`src/rtl/uart_pkg.sv`:
```
// Shared types and helpers for the FIFO-fed UART transmitter.
package uart_pkg;

  typedef enum logic [1:0] {
    PARITY_NONE = 2'd0,
    PARITY_EVEN = 2'd1,
    PARITY_ODD  = 2'd2
  } parity_mode_e;

  typedef enum logic [2:0] {
    IDLE,
    START,
    DATA,
    PARITY,
    STOP
  } tx_state_e;

  function automatic int unsigned clks_per_bit(input int unsigned clk_hz, input int unsigned baud);
    return clk_hz / baud;
  endfunction

endpackage

```
`src/rtl/sync_fifo.sv`:
```
// Single-clock show-ahead FIFO: pop_data always presents the head word.
module sync_fifo #(
  parameter int unsigned WIDTH = 8,
  parameter int unsigned DEPTH = 8
) (
  input  logic                     clk,
  input  logic                     RST,
  input  logic                     push,
  input  logic [WIDTH-1:0]         push_data,
  input  logic                     pop,
  output logic [WIDTH-1:0]         pop_data,
  output logic                     full,
  output logic                     empty,
  output logic [$clog2(DEPTH):0]   count
);

  localparam int unsigned AW = $clog2(DEPTH);
  localparam int unsigned CW = AW + 1;

  logic [WIDTH-1:0] mem [DEPTH];
  logic [AW-1:0]    wr_ptr;
  logic [AW-1:0]    rd_ptr;
  logic             do_push;
  logic             do_pop;

  assign full     = (count == CW'(DEPTH));
  assign empty    = (count == '0);
  // A push while full is refused even if a pop frees a slot on the same edge.
  assign do_push  = push && !full;
  assign do_pop   = pop && !empty;
  assign pop_data = mem[rd_ptr];

  always_ff @(posedge clk or posedge RST) begin
    if (RST) begin
      wr_ptr <= '0;
      rd_ptr <= '0;
      count  <= '0;
    end else begin
      if (do_push) wr_ptr <= wr_ptr + AW'(1);
      if (do_pop)  rd_ptr <= rd_ptr + AW'(1);
      case ({do_push, do_pop})
        2'b10:   count <= count + CW'(1);
        2'b01:   count <= count - CW'(1);
        default: count <= count;
      endcase
    end
  end

  always_ff @(posedge clk) begin
    if (do_push) mem[wr_ptr] <= push_data;
  end

endmodule

```
`src/rtl/uart_tx_fifo.sv`:
```
// UART transmitter fed from a FIFO; frames run back-to-back while words are queued.
module uart_tx_fifo
  import uart_pkg::*;
#(
  parameter int unsigned  CLK_HZ      = 50_000_000,
  parameter int unsigned  BAUD        = 115_200,
  parameter int unsigned  DATA_BITS   = 8,
  parameter parity_mode_e PARITY_MODE = PARITY_NONE,
  parameter int unsigned  STOP_BITS   = 1,
  parameter int unsigned  FIFO_DEPTH  = 8
) (
  input  logic                            clk,
  input  logic                            RST,
  input  logic                            wr_valid,
  input  logic [DATA_BITS-1:0]            wr_data,
  output logic                            wr_ready,
  output logic                            tx,
  output logic                            busy,
  output logic [$clog2(FIFO_DEPTH):0]     fifo_count
);

  localparam int unsigned CPB        = clks_per_bit(CLK_HZ, BAUD);
  localparam int unsigned BAUD_W     = (CPB < 2) ? 1 : $clog2(CPB);
  localparam int unsigned BIT_W      = $clog2(DATA_BITS);
  localparam bit          HAS_PARITY = (PARITY_MODE != PARITY_NONE);
  localparam bit          ODD_PARITY = (PARITY_MODE == PARITY_ODD);

  if (CPB < 2 || DATA_BITS < 5 || DATA_BITS > 9 || STOP_BITS < 1 || STOP_BITS > 2 ||
      FIFO_DEPTH < 2 || (FIFO_DEPTH & (FIFO_DEPTH - 1)) != 0) begin : g_bad_params
    $error("uart_tx_fifo: illegal parameter combination");
  end

  tx_state_e              state, state_n;
  logic [BAUD_W-1:0]      baud_cnt, baud_n;
  logic [BIT_W-1:0]       bit_idx, bit_n;
  logic                   stop_idx, stop_n;
  logic [DATA_BITS-1:0]   shreg, sh_n;
  logic                   par_bit, par_n;
  logic                   tx_n;
  logic                   pop;
  logic [DATA_BITS-1:0]   head;
  logic                   full;
  logic                   empty;
  logic                   bit_end;

  sync_fifo #(
    .WIDTH (DATA_BITS),
    .DEPTH (FIFO_DEPTH)
  ) u_fifo (
    .clk       (clk),
    .RST       (RST),
    .push      (wr_valid),
    .push_data (wr_data),
    .pop       (pop),
    .pop_data  (head),
    .full      (full),
    .empty     (empty),
    .count     (fifo_count)
  );

  assign wr_ready = !full;
  assign bit_end  = (baud_cnt == BAUD_W'(CPB - 1));

  always_comb begin
    state_n = state;
    baud_n  = baud_cnt + BAUD_W'(1);
    bit_n   = bit_idx;
    stop_n  = stop_idx;
    sh_n    = shreg;
    par_n   = par_bit;
    pop     = 1'b0;
    tx_n    = 1'b1;

    case (state)
      IDLE: begin
        baud_n = '0;
        pop    = !empty;
      end
      START: begin
        if (bit_end) begin
          state_n = DATA;
          baud_n  = '0;
          bit_n   = '0;
        end
      end
      DATA: begin
        if (bit_end) begin
          baud_n = '0;
          if (bit_idx == BIT_W'(DATA_BITS - 1)) begin
            state_n = HAS_PARITY ? PARITY : STOP;
            stop_n  = 1'b0;
          end else begin
            bit_n = bit_idx + BIT_W'(1);
            sh_n  = shreg >> 1;
          end
        end
      end
      PARITY: begin
        if (bit_end) begin
          state_n = STOP;
          baud_n  = '0;
          stop_n  = 1'b0;
        end
      end
      STOP: begin
        if (bit_end) begin
          baud_n = '0;
          if (stop_idx == 1'(STOP_BITS - 1)) begin
            state_n = IDLE;
            stop_n  = 1'b0;
            pop     = !empty;
          end else begin
            stop_n = stop_idx + 1'b1;
          end
        end
      end
      default: state_n = IDLE;
    endcase

    // Both pop points share one load path so back-to-back frames skip IDLE.
    if (pop) begin
      state_n = START;
      baud_n  = '0;
      bit_n   = '0;
      stop_n  = 1'b0;
      sh_n    = head;
      par_n   = (^head) ^ ODD_PARITY;
    end

    case (state_n)
      START:   tx_n = 1'b0;
      DATA:    tx_n = sh_n[0];
      PARITY:  tx_n = par_n;
      default: tx_n = 1'b1;
    endcase
  end

  always_ff @(posedge clk or posedge RST) begin
    if (RST) begin
      state    <= IDLE;
      baud_cnt <= '0;
      bit_idx  <= '0;
      stop_idx <= 1'b0;
      shreg    <= '0;
      par_bit  <= 1'b0;
      tx       <= 1'b1;
      busy     <= 1'b0;
    end else begin
      state    <= state_n;
      baud_cnt <= baud_n;
      bit_idx  <= bit_n;
      stop_idx <= stop_n;
      shreg    <= sh_n;
      par_bit  <= par_n;
      tx       <= tx_n;
      busy     <= (state_n != IDLE);
    end
  end

endmodule

```
`config.mk`:
```
export PLATFORM = sky130hd
export DESIGN_NAME = uart_tx_fifo
export DESIGN_NICKNAME = d
export VERILOG_FILES = /design/src/rtl/uart_pkg.sv /design/src/rtl/sync_fifo.sv /design/src/rtl/uart_tx_fifo.sv
export SDC_FILE = /design/constraint.sdc
export NUM_CORES = 1
export LEC_CHECK = 0
export ABC_AREA = 1
export BUFFER_PORTS_ARGS = -buffer_cell sky130_fd_sc_hd__buf_2
export CORE_MARGIN = 4
export CORE_UTILIZATION = 50
export DETAILED_ROUTE_END_ITERATION = 8
export PLACE_DENSITY_LB_ADDON = 0.2
export REMOVE_ABC_BUFFERS = 1
export SLEW_MARGIN = 0
export SYNTH_ARGS = -nofsm -noshare
export SYNTH_HDL_FRONTEND = slang
export SYNTH_SLANG_ARGS = --single-unit
```
`constraint.sdc`:
```
create_clock -name clk -period 2.8 [get_ports clk]
set_input_delay 0.56 -clock clk [delete_from_list [all_inputs] [get_ports clk]]
set_output_delay 0.56 -clock clk [all_outputs]
set_load 0.1 [all_outputs]
```
==> results by group <==
Power and ir drop
  • Peak VDD IR: a little over 0.5 mV
  • PwrDens: 688 nW/um2
  • Sw frac: approximately 32%
  • Seq pwr share: 50.8%
  • Power, Total: 3650 uW
  • Combinational power share: roughly 22%
  • Internal cell power: 2470 uW
  • Net Sw Power: around 1200 uW
  • Leakage Power: 0.00247 uW
  • Clk network pwr share: between 20% and 30%

GRT
  • Vias in the first global route: roughly 3300
  • Largest net degree at the start of global routing: 32
  • GRT Overall Usage: 18.1%
  • Met1 Track Usage GR: between 20 and 25%
  • Routing usage on met3: around 3.1%
  • GR peak layer: met2
  • First-pass GRT wire length: 16000 um
  • Congestion Overflow GR: 0
  • Initial antenna violation count: 0
  • Met2 Track Usage GR: between 20% and 30%

Outcome
  • Status: completed

STA
  • Hold Vio Cnt, Final: 0
  • TNS Setup: 0 ns
  • RSZ-0062 raised after global routing: no
  • Tmin final: roughly 2.4 ns
  • Ratio of final minimum period to clock period: a little under nine tenths
  • Pins Over Slew Limit: 0
  • FMAX: ~410 MHz
  • Fin Hold WS: between 0.04 and 0.05 ns
  • Rel. slew slack: 56.7%
  • Final Setup Violations: 0
  • Worst-margin pin slew: about 0.65 ns
  • Worst Clk Skew: between 0.01 and 0.015 ns

Yosys
  • Synth Area in Adders: ~2.3%
  • Synthesized area: between 4000 and 5000 um2
  • Post-synthesis compound-gate area fraction: roughly 4.5%
  • Synthesis Warnings: 0
  • Post-synth top flop: edfxtp_1
  • Syn Inst Count: about 530
  • Register area share after synthesis: between 50% and 60%
  • Unique masters post-synth: 35
  • Synth Register Bits: 100
  • Largest family of logic cells by synthesized area: simple AND/OR/NAND/NOR gates
  • Mux contribution to synthesized area: less than 1%
  • Number of flops mapped to enable cells by yosys: 64
  • Post-Synth Simple-Gate Area: 24.1%
  • Asr flop ratio synth: between 30% and 40%
  • Syn avg cell area: approximately 9 um2
  • Synthesized-area fraction occupied by xor and xnor cells: 2.16%

Floorplan
  • Die area: between 10000 and 15000 um2
  • I/O pin cnt: 18
  • CORE AREA: a little over 9000 um2
  • Num rows: 35
  • Initial core utilization: 52.0%
  • Die width: 107 um
  • Die H: 107 um

Placed design
  • GP Congestion: a little under 0.8
  • Port bufs: 17
  • DP HPWL: between 6000 and 7000 um

Clock tree
  • # clock sinks: 100
  • Clk_lat worst skew: 0.36 ns
  • CTS buffer count: 9
  • Clock Tree Buf Depth: 2
  • CTS H-tree depth: 3
  • Root Driver: clkbuf_8
  • Worst-path clk slew: ~0.090 ns
  • Post-CTS Setup Bufs: 0
  • CTS tree: built
  • Post_cts resized: 0
  • Hold Buf Count CTS: 0

Detailed routing
  • Detailed Routing Iterations Pass 1: 4
  • Antenna Nets Post-Route: 0
  • # DRC: 0
  • Initial drt markers: 166
  • WL/cell: 13.7 um
  • Vias: 3371
  • Via/cell ratio: a little under 5
  • Routed wire length: about 9500 um

Critical path
  • CP Launch Point: baud_cnt[1]$_DFF_PP0_
  • Worst setup EP type: register
  • Crit Reg-Reg Startpoint: baud_cnt[1]$_DFF_PP0_
  • Flop2flop setup slack: 0.39 ns
  • Worst Path Required: between 3 and 4 ns
  • Setup CP Type: register to register
  • FF-to-FF path depth: 14
  • CP max FO: 10
  • Crit path launch type: register
  • Worst endpoint data arrival time: 2.66 ns
  • Worst setup path end: u_fifo.count[3]$_DFFE_PP0P_
  • Capturing point of the worst reg2reg path: u_fifo.count[3]$_DFFE_PP0P_

Cells and area
  • Filler cell count: ~800
  • Multi-input combinational cell area: 1620 um2
  • Antenna cells: 0
  • FF+latch area: 2820 um2
  • Final #Nets: roughly 570
  • Layout cells sized above 1: 12.5%
  • Area Overhead vs Synth: 9.33%

Job
  • Max-cap violations: 0

Hold path
  • Min-Delay Path Class: input port to asynchronous set/reset pin
## cells in the final DEF (no fill, tap or decap), drive strengths merged
master    synthesis  layout
nand3            52      52
nand2           187     187
mux2              1       1
o2111ai           1       1
xor2              8       8
or2               3       3
nand3b            1       1
inv              77      78
clkinvlp          0       1
o21ai            18      18
buf              14      32
bufinv            0       2
nor3              4       4
a22oi             3       3
ha                9       9
xnor2             4       4
a211oi            1       1
nor3b             1       1
clkinv            0       3
o22ai             1       1
a21oi             8       8
nor2             28      28
edfxtp           64      64
dfstp             1       1
dfrtp            35      35
o211ai            1       1
clkbuf            0       9
o221ai            3       3
## power groups by stage
stage | Combinational [uW] | Sequential, uW | Clock, uW
2_1_floorplan | 392 | 2080 | 0
3_3_place_gp | 805 | 1880 | 0
6_report | 815 | 1850 | 979
3_5_place_dp | 825 | 1890 | 0
5_1_grt | 898 | 1870 | 1070
4_1_cts | 826 | 1850 | 1010
## metrics by stage
stage          utilization (%)  cell area, um2  setup slack (ns)  std cells
2_1_floorplan                -            4740            -0.634        511
3_3_place_gp              54.6            5090             0.523        672
3_5_place_dp              54.6            5090             0.439        672
4_1_cts                   56.9            5310             0.386        688
5_1_grt                   56.9            5310             0.126        688
6_report                  56.9            5310             0.387        688
## synth_stat cells, types with 2 or more instances
| cell | count | share of area (%) |
|---|---|---|
| o221ai_1 | 3 | 0.54 |
| xnor2_1 | 4 | 0.72 |
| a22oi_1 | 3 | 0.46 |
| nand3_2 | 4 | 0.82 |
| a21oi_1 | 8 | 0.82 |
| inv_2 | 4 | 0.31 |
| buf_4 | 2 | 0.31 |
| o21ai_1 | 5 | 0.52 |
| dfrtp_1 | 35 | 18 |
| nand2_1 | 182 | 14 |
| edfxtp_1 | 64 | 40 |
| buf_6 | 7 | 1.6 |
| o21ai_2 | 3 | 0.54 |
| nor3_2 | 2 | 0.41 |
| xor2_1 | 8 | 1.4 |
| ha_1 | 9 | 2.3 |
| or2_2 | 2 | 0.26 |
| nor2_1 | 27 | 2.1 |
| o21ai_0 | 10 | 1.0 |
| nand2_2 | 5 | 0.64 |
| buf_2 | 5 | 0.52 |
| inv_1 | 72 | 5.6 |
| nand3_1 | 48 | 4.9 |
| nor3_1 | 2 | 0.21 |
## worst min path at each step
stage / startpoint / to / cells after the start
5_1_grt: RST / baud_cnt[4]$_DFF_PP0_ / 2
6_report: RST / baud_cnt[4]$_DFF_PP0_ / 2
3_5_place_dp: RST / baud_cnt[4]$_DFF_PP0_ / 2
2_1_floorplan: baud_cnt[0]$_DFF_PP0_ / baud_cnt[0]$_DFF_PP0_ / 1
3_3_place_gp: RST / baud_cnt[5]$_DFF_PP0_ / 2
4_1_cts: RST / baud_cnt[4]$_DFF_PP0_ / 2
## final cells by class
class / instances / share of cell area, %
Sequential cell: 100 / 53.2
Timing Repair Buffer: 32 / 3.72
Clock inverter: 7 / 1.67
Inverter: 77 / 5.49
Clock buffer: 9 / 2.33
Tap cell: 129 / 3.04
Multi-Input combinational cell: 334 / 30.5
## flip-flops by register name (all words and copies together), names as in the netlist, 3 cells and up
| register | count |
|---|---|
| baud_cnt | 9 |
| bit_idx | 3 |
| shreg | 8 |
| state | 3 |
| u_fifo.count | 4 |
| u_fifo.mem | 64 |
| u_fifo.rd_ptr | 3 |
| u_fifo.wr_ptr | 3 |
## cells by family (layout without fill, tap and decap cells)
| logic type | after synthesis | after routing |
|---|---|---|
| XOR/XNOR | 12 | 12 |
| multiplexers | 1 | 1 |
| adder cells (fa/ha/maj) | 9 | 9 |
| flip-flops | 100 | 100 |
| buffers and inverters | 91 | 125 |
| AND/OR/NAND/NOR | 276 | 276 |
| AO/OA/AOI/OAI | 36 | 36 |
## critical path: stages, from the launching register on
cell and delay [ns]:
dfrtp_1 0.41, inv_1 0.06, ha_1 0.13, nand2_1 0.05
nor2_1 0.14, nand2_2 0.14, nand2_1 0.12, nand3_2 0.08
inv_2 0.16, ha_1 0.26, xor2_1 0.22, nand3b_1 0.13
a21oi_1 0.13, o21ai_0 0.11, xor2_1 0.15
## routing by layer
layer  vias up  routed length (um)
li1       1733                   -
met5         -                   0
met2        58                4340
met1      1560                4490
met4         0                 215
met3        20                 412
Note: power is estimated with default switching activity, not from simulation.
